--- src/rtl/mc_control_fsm.sv ---
// Multicycle MIPS control unit: walks fetch/decode/execute/memory/writeback
// and drives datapath selects, enables, write strobes and ALU control.
// Opcode class encoding: 0 RTYPE, 1 LW, 2 SW, 3 BEQ, 4 ADDI, 5 J, 6-7 invalid.
// Function class encoding: 0 ADD, 1 SUB, 2 AND, 3 OR, 4 SLT, 5-7 invalid.
module mc_control_fsm #(
  parameter bit HALT_ON_INVALID = 1'b1
) (
  input  logic       clk,
  input  logic       reset,
  input  logic [2:0] op,
  input  logic [2:0] funct,
  input  logic       zero,
  output logic       iord,
  output logic       ir_write,
  output logic       mem_write,
  output logic       reg_write,
  output logic       reg_dst,
  output logic       mem_to_reg,
  output logic       alu_src_a,
  output logic [1:0] alu_src_b,
  output logic [2:0] alu_control,
  output logic [1:0] pc_src,
  output logic       pc_en,
  output logic       instr_done,
  output logic       halted
);

  localparam logic [2:0] OP_RTYPE = 3'd0;
  localparam logic [2:0] OP_LW    = 3'd1;
  localparam logic [2:0] OP_SW    = 3'd2;
  localparam logic [2:0] OP_BEQ   = 3'd3;
  localparam logic [2:0] OP_ADDI  = 3'd4;
  localparam logic [2:0] OP_J     = 3'd5;

  localparam logic [2:0] FU_ADD = 3'd0;
  localparam logic [2:0] FU_SUB = 3'd1;
  localparam logic [2:0] FU_AND = 3'd2;
  localparam logic [2:0] FU_OR  = 3'd3;
  localparam logic [2:0] FU_SLT = 3'd4;

  localparam logic [2:0] ALU_ADD = 3'b010;
  localparam logic [2:0] ALU_SUB = 3'b110;
  localparam logic [2:0] ALU_AND = 3'b000;
  localparam logic [2:0] ALU_OR  = 3'b001;
  localparam logic [2:0] ALU_SLT = 3'b111;

  typedef enum logic [3:0] {
    S_FETCH, S_DECODE, S_MEMADR, S_MEMRD, S_MEMWB, S_MEMWR, S_EXECUTE,
    S_ALUWB, S_BRANCH, S_ADDIEX, S_ADDIWB, S_JUMP, S_HALT
  } state_t;

  state_t state_q, state_d;
  // Remembers LW vs SW from DECODE so MEMADR does not depend on a live op.
  logic   is_lw_q, is_lw_d;
  logic   pc_write, branch, bad_instr;

  function automatic logic funct_valid(input logic [2:0] f);
    return (f <= FU_SLT);
  endfunction

  function automatic logic [2:0] alu_for_funct(input logic [2:0] f);
    case (f)
      FU_ADD:  return ALU_ADD;
      FU_SUB:  return ALU_SUB;
      FU_AND:  return ALU_AND;
      FU_OR:   return ALU_OR;
      FU_SLT:  return ALU_SLT;
      default: return ALU_ADD;
    endcase
  endfunction

  // State and LW/SW flag registers; reset aborts any instruction in flight.
  always_ff @(posedge clk or posedge reset) begin
    if (reset) begin
      state_q <= S_FETCH;
      is_lw_q <= 1'b0;
    end else begin
      state_q <= state_d;
      is_lw_q <= is_lw_d;
    end
  end

  // Next-state logic and Moore outputs decoded from the current state.
  always_comb begin
    state_d     = state_q;
    is_lw_d     = is_lw_q;
    iord        = 1'b0;
    ir_write    = 1'b0;
    mem_write   = 1'b0;
    reg_write   = 1'b0;
    reg_dst     = 1'b0;
    mem_to_reg  = 1'b0;
    alu_src_a   = 1'b0;
    alu_src_b   = 2'b00;
    alu_control = ALU_ADD;
    pc_src      = 2'b00;
    instr_done  = 1'b0;
    halted      = 1'b0;
    pc_write    = 1'b0;
    branch      = 1'b0;
    bad_instr   = 1'b0;
    case (state_q)
      S_FETCH: begin
        alu_src_b = 2'b01;
        ir_write  = 1'b1;
        pc_write  = 1'b1;
        state_d   = S_DECODE;
      end
      S_DECODE: begin
        // ALU precomputes the branch target into ALUOut.
        alu_src_b = 2'b11;
        is_lw_d   = (op == OP_LW);
        case (op)
          OP_LW, OP_SW: state_d = S_MEMADR;
          OP_RTYPE: begin
            if (funct_valid(funct)) state_d = S_EXECUTE;
            else                    bad_instr = 1'b1;
          end
          OP_BEQ:  state_d = S_BRANCH;
          OP_ADDI: state_d = S_ADDIEX;
          OP_J:    state_d = S_JUMP;
          default: bad_instr = 1'b1;
        endcase
        if (bad_instr) begin
          if (HALT_ON_INVALID) begin
            state_d = S_HALT;
          end else begin
            state_d    = S_FETCH;
            instr_done = 1'b1;
          end
        end
      end
      S_MEMADR: begin
        alu_src_a = 1'b1;
        alu_src_b = 2'b10;
        state_d   = is_lw_q ? S_MEMRD : S_MEMWR;
      end
      S_MEMRD: begin
        iord    = 1'b1;
        state_d = S_MEMWB;
      end
      S_MEMWB: begin
        mem_to_reg = 1'b1;
        reg_write  = 1'b1;
        instr_done = 1'b1;
        state_d    = S_FETCH;
      end
      S_MEMWR: begin
        iord       = 1'b1;
        mem_write  = 1'b1;
        instr_done = 1'b1;
        state_d    = S_FETCH;
      end
      S_EXECUTE: begin
        alu_src_a   = 1'b1;
        alu_control = alu_for_funct(funct);
        state_d     = S_ALUWB;
      end
      S_ALUWB: begin
        reg_dst    = 1'b1;
        reg_write  = 1'b1;
        instr_done = 1'b1;
        state_d    = S_FETCH;
      end
      S_BRANCH: begin
        alu_src_a   = 1'b1;
        alu_control = ALU_SUB;
        pc_src      = 2'b01;
        branch      = 1'b1;
        instr_done  = 1'b1;
        state_d     = S_FETCH;
      end
      S_ADDIEX: begin
        alu_src_a = 1'b1;
        alu_src_b = 2'b10;
        state_d   = S_ADDIWB;
      end
      S_ADDIWB: begin
        reg_write  = 1'b1;
        instr_done = 1'b1;
        state_d    = S_FETCH;
      end
      S_JUMP: begin
        pc_src     = 2'b10;
        pc_write   = 1'b1;
        instr_done = 1'b1;
        state_d    = S_FETCH;
      end
      S_HALT: begin
        halted = 1'b1;
      end
      default: begin
        // Unreachable encodings: everything off, recover through FETCH.
        alu_control = 3'b000;
        state_d     = S_FETCH;
      end
    endcase
  end

  // Only the branch term sees zero, so it is ignored outside BRANCH.
  assign pc_en = pc_write | (branch & zero);

endmodule

--- config.mk ---
export PLATFORM = sky130hd
export DESIGN_NAME = mc_control_fsm
export DESIGN_NICKNAME = d
export VERILOG_FILES = /design/src/rtl/mc_control_fsm.sv
export SDC_FILE = /design/constraint.sdc
export NUM_CORES = 1
export LEC_CHECK = 0
export ABC_AREA = 0
export BUFFER_PORTS_ARGS = -buffer_cell sky130_fd_sc_hd__buf_2
export CAP_MARGIN = 20
export CORE_AREA = 2 2 39 41
export DETAILED_ROUTE_END_ITERATION = 10
export DIE_AREA = 0 0 41 43
export PLACE_DENSITY_LB_ADDON = 0.15
export SLEW_MARGIN = 20
export SYNTH_ARGS = -nofsm -noshare
export SYNTH_HDL_FRONTEND = slang
export SYNTH_SLANG_ARGS = --single-unit
--- constraint.sdc ---
create_clock -name clk -period 4.3 [get_ports clk]
set_clock_uncertainty 0.1 [all_clocks]
set_input_delay 0.215 -clock clk [delete_from_list [all_inputs] [get_ports clk]]
set_output_delay 0.215 -clock clk [all_outputs]
set_load 0.02 [all_outputs]
After elaboration in Yosys (flattened, before gate mapping). Cells that the tools add are included.

Bits in registers: 5. Output and inout bits: 17. Logic and storage cells: 64. Input bits: 9.

Muxes and demuxes: 23. Reduce and logical (&&, ||, !) cells: 12. Equality and inequality tests: 23. Bitwise operators: 3. $lt $le $gt $ge: 1.

Operators by type and width (count): $pmux 4 s7 (1); $eq 4x4->1 const B (5); $pmux 4 s5 (1); $eq 4x3->1 const B (4); $mux 1 (13); $eq 3x2->1 const B (4); $pmux 3 s4 (1); $reduce_or 11->1 (1); $eq 3x3->1 const B (3); $pmux 3 s3 (1); $eq 4x2->1 const B (2); $mux 4 (2); $reduce_or 2->1 (4); $ne 7x2->1 const B (1); $eq 3x1->1 const B (2); $pmux 2 s3 (1); $reduce_or 6->1 (1); $reduce_or 5->1 (1); $eq 4x1->1 const B (1); $logic_not 4->1 (1); $ne 4x4->1 const B (1); $pmux 2 s2 (1); $reduce_or 4->1 (1); $le 3x3->1 const B (1); other kinds (8) (8).

Depth between registers and ports, before layout. Gate-level depths: netlist of run 1.

Depth after elaboration: 6. Mapped depth: 4. Depth with buffers taken out: 3.

Worst setup path before layout of run 1. OpenSTA, ideal clock, no wires.

Path type: reg2out. Start point: reg state_q[2]. End point: out alu_control[2]. Data required time: 3.985 ns. Data arrival time: 1.341 ns. Buffers on the path: 1. Cell stages (with the launch flop): 5. Setup slack: 2.644 ns. Cell sequence: dfrtp_1 > buf_4 > nand2_1 > or4_1 > a21oi_1.

Word-level cells in the longest chain between the ends: 3. Elaborated cells on any way between the ends: 15.

Ends and longest elaborated chain: from (decl) (RTL line 52) `state_t state_q, state_d;`; from (signal assigned) (RTL line 78) `state_q <= state_d;`; $eq 4x1->1 (tied with other cells) (RTL line 102) `case (state_q)`; $reduce_or 11->1 (no source line); $pmux 3 s3 (*) (RTL line 102); to (decl) (RTL line 21) `output logic [2:0] alu_control,`.

Mark *: on every way between the ends. The rest lies on a longest branch, timed or not.

Final worst setup path of run 1. Ends and elaborated chain as after synthesis.

==> results of run 1 <==
[kinds of logic (layout without fill, tap and decap cells)]
logic type,after synthesis,in the layout,synth area share [%]
compound gates,20,20,25.1
xor+xnor,1,1,1.67
simple gates,35,35,37.7
buf+inv,9,34,7.64
flops,5,5,23.9
mux,2,2,4.06
[state kept, by name (all words and copies together) (netlist names)]
signal,cells
is_lw_q,1
state_q,4
[per-layer routing]
layer  vias to the layer above  share of wire [%]  track usage (%)
li1                        316                  -                -
met1                       286                 45             22.9
met2                        22                 49             25.3
met3                         0                6.0             4.71
met4                         0                  0             2.00
met5                         -                  0                0
[per-stage QoR]
| stage | hold WS [ns] | utilization [%] |
|---|---|---|
| floorplan | -0.106 | - |
| global placement | 0.0150 | 46.6 |
| detailed placement | 0.0138 | 46.6 |
| CTS | 0.191 | 49.2 |
| global route | 0.203 | 49.2 |
| finish | 0.192 | 49.2 |
[power by group through the flow]
stage	Clock, mW	Combinational, mW	Sequential, mW
CTS	0.0539	0.278	0.123
detailed placement	0	0.277	0.124
floorplan	0	0.240	0.0797
global route	0.0588	0.304	0.130
global placement	0	0.276	0.122
finish	0.0516	0.275	0.125
[worst min-delay path, delay by kind of cell]
family / cells / cell delay, ns
simple gates: 1 / 0.07
compound gates: 1 / 0.07
buf+inv: 1 / 0.13
[worst max path at each step]
| stage | from | end | slack, ns |
|---|---|---|---|
| after floorplan | state_q[2] | alu_control[2] | 2.64 |
| after detailed placement | state_q[2] | alu_control[2] | 2.42 |
| after global routing | state_q[2] | alu_control[2] | 2.02 |
| after CTS | state_q[2] | alu_control[2] | 2.17 |
| final | state_q[2] | alu_control[2] | 2.17 |
| after global placement | state_q[2] | alu_control[2] | 2.47 |
[what timing repair did]
| item | CTS | global route |
|---|---|---|
| hold buffers | 1 | 0 |
| hold endpoints to repair | 5 | 0 |
| setup endpoints to repair | 0 | 0 |
[cell usage after synthesis (all sizes together) (2+ instances only)]
cell	instances	area, um2
a21oi	7	35.0
and2	2	12.5
nand2	5	18.8
or3b	2	17.5
clkbuf	2	7.51
nor4	3	18.8
nor3	4	20.0
inv	4	15.0
o21ai	2	10.0
nand2b	6	37.5
nor2	6	22.5
o32ai	2	17.5
nor3b	2	15.0
dfrtp	5	125
buf	3	17.5
[layout make-up]
| cell class | instances | area, um2 | share of cell area, % |
|---|---|---|---|
| multi-input cells | 58 | 359 | 52.8 |
| repair buffers | 26 | 135 | 19.9 |
| flip-flops and latches | 5 | 125 | 18.4 |
| clock buffers | 4 | 26.3 | 3.86 |
| well taps | 16 | 20.0 | 2.94 |
| inverters | 4 | 15.0 | 2.21 |
==> flow_summary.ini, run 1 <==
[floorplanning]
die_h_um = 43
core-area_um2 = 1380
site_rows = 14
design.die.area_um2 = 1760
ioPinCount = 26
fp.dieW_um = 41
floorplan.initialDensity_pct = 37.9

[clock_network]
cts_root_buffer = clkbuf_4
tritoncts = built
cts_buffer_depth = 2
cts.repair.resized = 0
cts_buffers = 3
clk_latency_ns = 0.23
post-cts-setup-buffer-count = 0
h-tree-depth = 1
clkTransAtPathRegs_ns = 0.04
cts.sinks = 5

[route]
drc = 0
dr.pass1.iters = 4
ant_nets = 0
avgViaCountPerCell = 5.52
wire_per_inst_um = 12.1
wl_um = 1360
vias = 624
drt_iter0_drc = 14

[final_layout]
layout-drive-gt1-share_pct = 29.9
layout.cells.most_common_list = 25 x buf_2, 7 x a21oi_1, 6 x nor2_1, 6 x nand2b_1
finish.cell_count_without_fillers = 113
layout.cells.most_common = buf_2
fin_nets = 107
n_fill_cell = 155
synthToLayoutAreaGrowth_pct = 29.8
n_antenna_cell = 0
finish.instance_area_um2 = 681

[critical_path]
critical_path.endpoint_type = output pin
slowest_stage_cell_cp = dfrtp_1
rrSetupSlack_ns = 2.60
crit_path_start_kind = flip-flop
worst_ep_required_time_ns = 3.98
path_max_fanout = 18
logic_depth_of_the_worst_register_to_register_path = 3
critPathKind = flip-flop to output pin
timing.critical_path.max_delay_family = flip-flops
number_of_buffer_and_inverter_instances_along_the_worst_setup_path = 1
critical-path-max-stage-delay_ns = 0.63
timing.critical_path.cells = nand2_1 -> or4_1 -> a21oi_1 -> buf_2
worstReg2RegEnd = is_lw_q
ff_to_ff_start = state_q[3]
critical_path_cell_count = 4
worst_ep_arrival_time_ns = 1.82

[power]
report.power.total_mw = 0.452
sw_frac_of_total_pct = 54.3
p_int_mw = 0.207
vdd_ir_drop_max_v = 0.000434
share_comb_of_total_power_pct = 60.9
power.leakage_nw = 0.327
power.clock.fraction_pct = 11.4
seq_power_share_pct = 27.7
netsw_mw = 0.245
power-per-cell-area_nw_per_um2 = 664

[sta]
tns_ns = 0
layout_min_cycle_time_ns = 2.13
finalSetupViolCount = 0
worst_slew_margin_rel_pct = 68.5
worstMarginPinSlew_ns = 0.472
final_critical_path_setup_slack_ns = 2.17
finalMaxSlewViolations = 0
rsz0062_at_grt = no
hold_viol_final = 0
fin_crit_sh_pct = 49.5
fmaxAchievable_mhz = 469

[min_path]
hold_path_class = input port to flip-flop
timing.hold.worst.start = op[2]
min_to = state_q[0]
number_of_stages_on_the_worst_hold_path = 3

[logic_synthesis]
synth_sequential_area_ratio_pct = 23.9
synth_async_sr_flop_share_pct = 100
syn_area_per_cell_um2 = 7.28
synth_warnings = 0
postSynthCellCount = 72
synthFlopType = dfrtp_1
synthesis.area_um2 = 524
synth.net_count = 81
flip_flop_and_latch_count_after_synthesis = 5
yosys.cell_types.count = 33
post_synth_edffs = 0

[placed_design]
io_buffer_count = 25
placement.cell_area_um2 = 644
placedCellCount = 108
hpwl_um = 1010
finalWeightedCongestion = 0.767
detailedPlace.worstSlack_ns = 2.42

[global_routing]
grt_antenna_before_repair = 0
grt_overflow_total = 0
vias_in_the_first_global_route = 477
grt_start_max_net_pins = 19
grt_pass1_wl_um = 2040
track_usage_pct = 16.4

[flow_run]
drv_cap = 0

[run_status]
status = completed
Note: power is estimated with default switching activity, not from simulation.
==> inputs of run 2 (changes only) <==
--- a/config.mk
+++ b/config.mk
@@ -5,7 +5,7 @@
 export SDC_FILE = /design/constraint.sdc
 export NUM_CORES = 1
 export LEC_CHECK = 0
-export ABC_AREA = 0
+export ABC_AREA = 1
 export BUFFER_PORTS_ARGS = -buffer_cell sky130_fd_sc_hd__buf_2
 export CAP_MARGIN = 20
 export CORE_AREA = 2 2 39 41
==> constraint.sdc (replaced) <==
create_clock -name clk -period 2.04 [get_ports clk]
set_clock_uncertainty 0.1 [all_clocks]
set_input_delay 0.102 -clock clk [delete_from_list [all_inputs] [get_ports clk]]
set_output_delay 0.102 -clock clk [all_outputs]
set_load 0.02 [all_outputs]
==> flow_summary.ini, run 2 <==
[logic_synthesis]
post_synth_edffs = 0
synth_top_cells_by_area = dfrtp_1 24%, nand2_1 18%, inv_1 12%
synth.net_count = 100
synthesis.area_um2 = 518
top_cell_type_by_total_area_after_synthesis = dfrtp_1
flip_flop_and_latch_count_after_synthesis = 5
synth_largest_type_area_fraction_pct = 24.2
synth_warnings = 0
yosys.cell_types.count = 16
postSynthCellCount = 91
synth_top_cells_by_count = 25 x nand2_1, 16 x inv_1, 14 x nor2_1, 7 x nand3_1, 6 x o21ai_0
yosysMostFrequentCell = nand2_1
synthFlopType = dfrtp_1
synth_sequential_area_ratio_pct = 24.2
synth_async_sr_flop_share_pct = 100
syn_area_per_cell_um2 = 5.69

[power]
report.power.total_mw = 1.03
share_comb_of_total_power_pct = 69.9
seq_power_share_pct = 19.2
power-per-cell-area_nw_per_um2 = 1480
vdd_ir_drop_max_v = 0.000491
p_int_mw = 0.441
netsw_mw = 0.592
power.leakage_nw = 0.441
sw_frac_of_total_pct = 57.3
power.clock.fraction_pct = 10.9

[critical_path]
worst_ep_required_time_ns = 1.84
critPathKind = flip-flop to output pin
critical-path-max-stage-delay_ns = 0.44
crit_path_start_kind = flip-flop
logic_depth_of_the_worst_register_to_register_path = 5
slowest_stage_cell_cp = dfrtp_1
worst_ep_arrival_time_ns = 1.41
timing.critical_path.cells = nor2_1 -> inv_1 -> nor2_2 -> nand2_1 -> nand3_1 -> buf_2
critical_path.endpoint_type = output pin
path_max_fanout = 5

[route]
drt_iter0_drc = 5
wl_um = 1280
vias = 623
drc = 0
ant_nets = 0
avgViaCountPerCell = 4.55
dr.pass1.iters = 4
wire_per_inst_um = 9.34

[min_path]
number_of_stages_on_the_worst_hold_path = 3
hold_path_class = input port to flip-flop

[sta]
tns_ns = 0
hold_viol_final = 0
fmaxAchievable_mhz = 619
fin_crit_sh_pct = 79.1
worst_slew_margin_rel_pct = 84.2
finalSetupViolCount = 0
rsz0062_at_grt = no
final_critical_path_setup_slack_ns = 0.425
layout_min_cycle_time_ns = 1.61
worstMarginPinSlew_ns = 0.238
finalMaxSlewViolations = 0

[global_routing]
grt_overflow_total = 0
vias_in_the_first_global_route = 528
track_usage_pct = 17.1
grt_start_max_net_pins = 7
grt_pass1_wl_um = 2080
grt_antenna_before_repair = 0

[clock_network]
cts.repair.resized = 0
cts.hold.buffers_added = 1
h-tree-depth = 1
cts_buffers = 3
clkTransAtPathRegs_ns = 0.04
cts_root_buffer = clkbuf_4
cts.sinks = 5
post-cts-setup-buffer-count = 0
tritoncts = built
cts_buffer_depth = 2
clk_latency_ns = 0.24

[floorplanning]
site_rows = 14
design.die.area_um2 = 1760
floorplan.initialDensity_pct = 37.4
die_h_um = 43
core-area_um2 = 1380
fp.dieW_um = 41
ioPinCount = 26

[placed_design]
detailedPlace.worstSlack_ns = 0.663
finalWeightedCongestion = 0.757
io_buffer_count = 25
hpwl_um = 1120

[final_layout]
largest_register_ff_count = 4
fin_nets = 131
n_fill_cell = 156
largest_registers = state_q: 4 flops, is_lw_q: 1 flops
synthToLayoutAreaGrowth_pct = 35.0
largest_register = state_q
layout.cells.most_common_list = 25 x nand2_1, 25 x buf_2, 16 x inv_1
n_antenna_cell = 0
layout-drive-gt1-share_pct = 31.4

[run_status]
status = completed

[flow_run]
drv_cap = 0
==> run 2: changes by cell type in the layout (fill, tap and decap cells not counted), sizes merged, moves of 3 or more <==
cell    change
nand2b      -6
nor4        -3
nor2       +15
inv        +14
o21ai       +4
nor3        -3
nand3       +6
a21oi       -5
nand2      +21
==> run 2: cell families after synthesis <==
kind of cell / count (synthesis) / synth area share (%)
flip-flops: 5 / 24.2
AO/OA/AOI/OAI: 12 / 13.0
buffers and inverters: 18 / 13.0
AND/OR/NAND/NOR: 56 / 49.8
==> run 2: final cells by class <==
type	count	area, um2	area share [%]
Tap cell	16	20.0	2.86
Multi-Input combinational cell	68	325	46.5
Inverter	18	67.6	9.66
Sequential cell	5	125	17.9
Timing Repair Buffer	26	135	19.3
Clock buffer	4	26.3	3.76
==> run 2: final timing paths <==
check,endpoint,from,slack [ns]
max in group asynchronous,is_lw_q,reset,1.48
worst max register to register,is_lw_q,state_q[3],0.80
min in group asynchronous,state_q[0],reset,0.19
worst min register to register,is_lw_q,is_lw_q,0.47
worst max-delay path,pc_en,state_q[0],0.43
worst min-delay path,state_q[0],op[2],0.07
==> run 2: worst max-delay path, delay by kind of cell (launching register included) <==
kind / cells / cell delay (ns)
buffers and inverters: 2 / 0.29
and+or+nand+nor: 4 / 0.45
DFF: 1 / 0.44
==> run 2: power by group through the flow <==
stage | Combinational (mW) | Clock (mW) | Sequential [mW]
5_1_grt | 0.807 | 0.126 | 0.207
3_5_place_dp | 0.727 | 0 | 0.201
2_1_floorplan | 0.528 | 0 | 0.189
6_report | 0.722 | 0.113 | 0.199
4_1_cts | 0.731 | 0.117 | 0.200
3_3_place_gp | 0.731 | 0 | 0.200
==> run 2: per-stage QoR <==
step                      std cells  hold slack [ns]  cell area [um2]  utilization, %
after floorplan                  91           -0.219              518               -
after global placement          132          -0.0990              663            47.9
after detailed placement        132          -0.0976              663            47.9
after CTS                       137           0.0657              699            50.5
after global routing            137           0.0851              699            50.5
final                           137           0.0695              699            50.5
==> run 2: routing by layer <==
| layer | GRT usage, % | up-vias | part of all wire, % |
|---|---|---|---|
| met5 | 0 | - | 0 |
| met4 | 4.00 | 0 | 0.86 |
| met3 | 4.71 | 2 | 5.9 |
| met2 | 27.5 | 19 | 47 |
| met1 | 21.8 | 259 | 46 |
| li1 | - | 343 | - |
==> inputs of run 3 (changes only) <==
==> constraint.sdc (replaced) <==
create_clock -name clk -period 1.5 [get_ports clk]
set_clock_uncertainty 0.1 [all_clocks]
set_input_delay 0.075 -clock clk [delete_from_list [all_inputs] [get_ports clk]]
set_output_delay 0.075 -clock clk [all_outputs]
set_load 0.02 [all_outputs]
==> flow_summary.ini, run 3 (synthesis results as in run 2) <==
[run_status]
status = completed

[route]
wire_per_inst_um = 10.6
ant_nets = 0
dr.pass1.iters = 2
avgViaCountPerCell = 4.64
drc = 0
wl_um = 1520
vias = 668
drt_iter0_drc = 2

[clock_network]
tritoncts = built
clk_latency_ns = 0.24
cts_buffers = 3
h-tree-depth = 1
cts_buffer_depth = 2
cts.sinks = 5
cts_root_buffer = clkbuf_4
clkTransAtPathRegs_ns = 0.04

[min_path]
hold_path_class = input port to flip-flop
timing.hold.worst.start = op[2]
number_of_stages_on_the_worst_hold_path = 3
min_to = state_q[0]

[final_layout]
layout-drive-gt1-share_pct = 44.5
finish.cell_count_without_fillers = 144
layout.cells.most_common_list = 24 x nand2_1, 19 x buf_2, 13 x nor2_1
fin_nets = 138
layout.cells.most_common = nand2_1
n_antenna_cell = 0
finish.instance_area_um2 = 835
n_fill_cell = 131
largest_registers = state_q: 4 flops, is_lw_q: 1 flops
synthToLayoutAreaGrowth_pct = 61.1
largest_register = state_q
largest_register_ff_count = 4

[floorplanning]
ioPinCount = 26
design.die.area_um2 = 1760
site_rows = 14
core-area_um2 = 1380
floorplan.initialDensity_pct = 37.4
fp.dieW_um = 41
die_h_um = 43

[global_routing]
track_usage_pct = 18.4
grt_pass1_wl_um = 2260
grt_start_max_net_pins = 7
grt_antenna_before_repair = 0
grt_overflow_total = 0
vias_in_the_first_global_route = 570

[critical_path]
critical_path.endpoint_type = output pin
logic_depth_of_the_worst_register_to_register_path = 7
rrSetupSlack_ns = 0.21
slowest_stage_cell_cp = dfrtp_2
crit_path_start_kind = flip-flop
worst_ep_required_time_ns = 1.32
critPathKind = flip-flop to output pin
ff_to_ff_start = state_q[0]
number_of_buffer_and_inverter_instances_along_the_worst_setup_path = 3
worst_ep_arrival_time_ns = 1.32
worstReg2RegEnd = state_q[2]
critical-path-max-stage-delay_ns = 0.41
timing.critical_path.max_delay_family = flip-flops
critical_path_cell_count = 7
timing.critical_path.cells = inv_2 -> nor2_4 -> inv_2 -> nor2_4 -> nand2_1 -> nand3_2 -> buf_6
path_max_fanout = 4

[flow_run]
drv_cap = 0

[placed_design]
hpwl_um = 1120
placement.cell_area_um2 = 663
placedCellCount = 132
finalWeightedCongestion = 0.757
io_buffer_count = 25

[sta]
rsz0062_at_grt = yes
fin_crit_sh_pct = 99.7
hold_viol_final = 0
fmaxAchievable_mhz = 669
worstMarginPinSlew_ns = 0.235
finalSetupViolCount = 0
worst_slew_margin_rel_pct = 84.2
layout_min_cycle_time_ns = 1.50
finalMaxSlewViolations = 0

[power]
vdd_ir_drop_max_v = 0.000804
power-per-cell-area_nw_per_um2 = 2140
power.leakage_nw = 0.501
## run 3: cell types whose count changed in the layout (fill, tap and decap cells not counted), sizes merged
| cell | previous run | this run |
|---|---|---|
| buf | 25 | 32 |
## run 3: worst reg2reg max path, delay by kind of cell, from the launching register on
| kind | cells | cell delay [ns] |
|---|---|---|
| flops | 1 | 0.46 |
| simple gates | 5 | 0.41 |
| buf+inv | 2 | 0.21 |
## run 3: through the flow
step                      util, %  power [mW]  worst slack, ns  TNS [ns]  hold slack, ns
after global placement       47.9        1.27            0.151         0          -0.126
after global routing         60.3        1.93          -0.0722    -0.481          0.0587
final                        60.3        1.78          0.00429         0          0.0344
after detailed placement     47.9        1.26            0.150         0          -0.125
after CTS                    53.4        1.53          -0.0130   -0.0130          0.0386
after floorplan                 -       0.975            0.116         0          -0.246
## run 3: routing by layer
layer  up-vias  GRT usage, %  part of all wire (%)
met2        19          30.3                    51
met5         -             0                     0
met1       288          23.1                    43
li1        359             -                     -
met3         2          4.71                   4.7
met4         0          4.00                  0.79
## run 3: timing repair
item / 4_1_cts / 5_1_grt
pin swaps: 0 / 5
gates cloned: 0 / 0
buffers inserted: 4 / 3
hold buffers: 1 / 0
hold endpoints to repair: 5 / 0
gates resized for setup: 7 / 21
setup endpoints to repair: 8 / 11
## run 3: cell type report
type                       instances  area, um2  share of cell area, %
inverter                          18       70.1                   8.40
sequential                         5        129                   15.4
multi-input combinational         68        372                   44.5
timing repair buffer              33        218                   26.1
tap                               16       20.0                   2.40
clock buffer                       4       26.3                   3.15
## run 3: worst max-delay path by stage
| stage | start | end | slack (ns) |
|---|---|---|---|
| 2_1_floorplan | state_q[0] | pc_en | 0.12 |
| 3_3_place_gp | state_q[0] | pc_en | 0.15 |
| 3_5_place_dp | state_q[0] | pc_en | 0.15 |
| 4_1_cts | state_q[0] | instr_done | -0.01 |
| 5_1_grt | state_q[1] | alu_src_b[1] | -0.07 |
| 6_report | state_q[3] | pc_en | 0.004 |
## run 3: report_power, final
| group | leakage, nW | switching, mW | internal (mW) |
|---|---|---|---|
| clock | 0.0150 | 0.0542 | 0.101 |
| combinational | 0.425 | 0.803 | 0.532 |
| sequential | 0.0611 | 0.0930 | 0.201 |
| total | 0.501 | 0.950 | 0.833 |
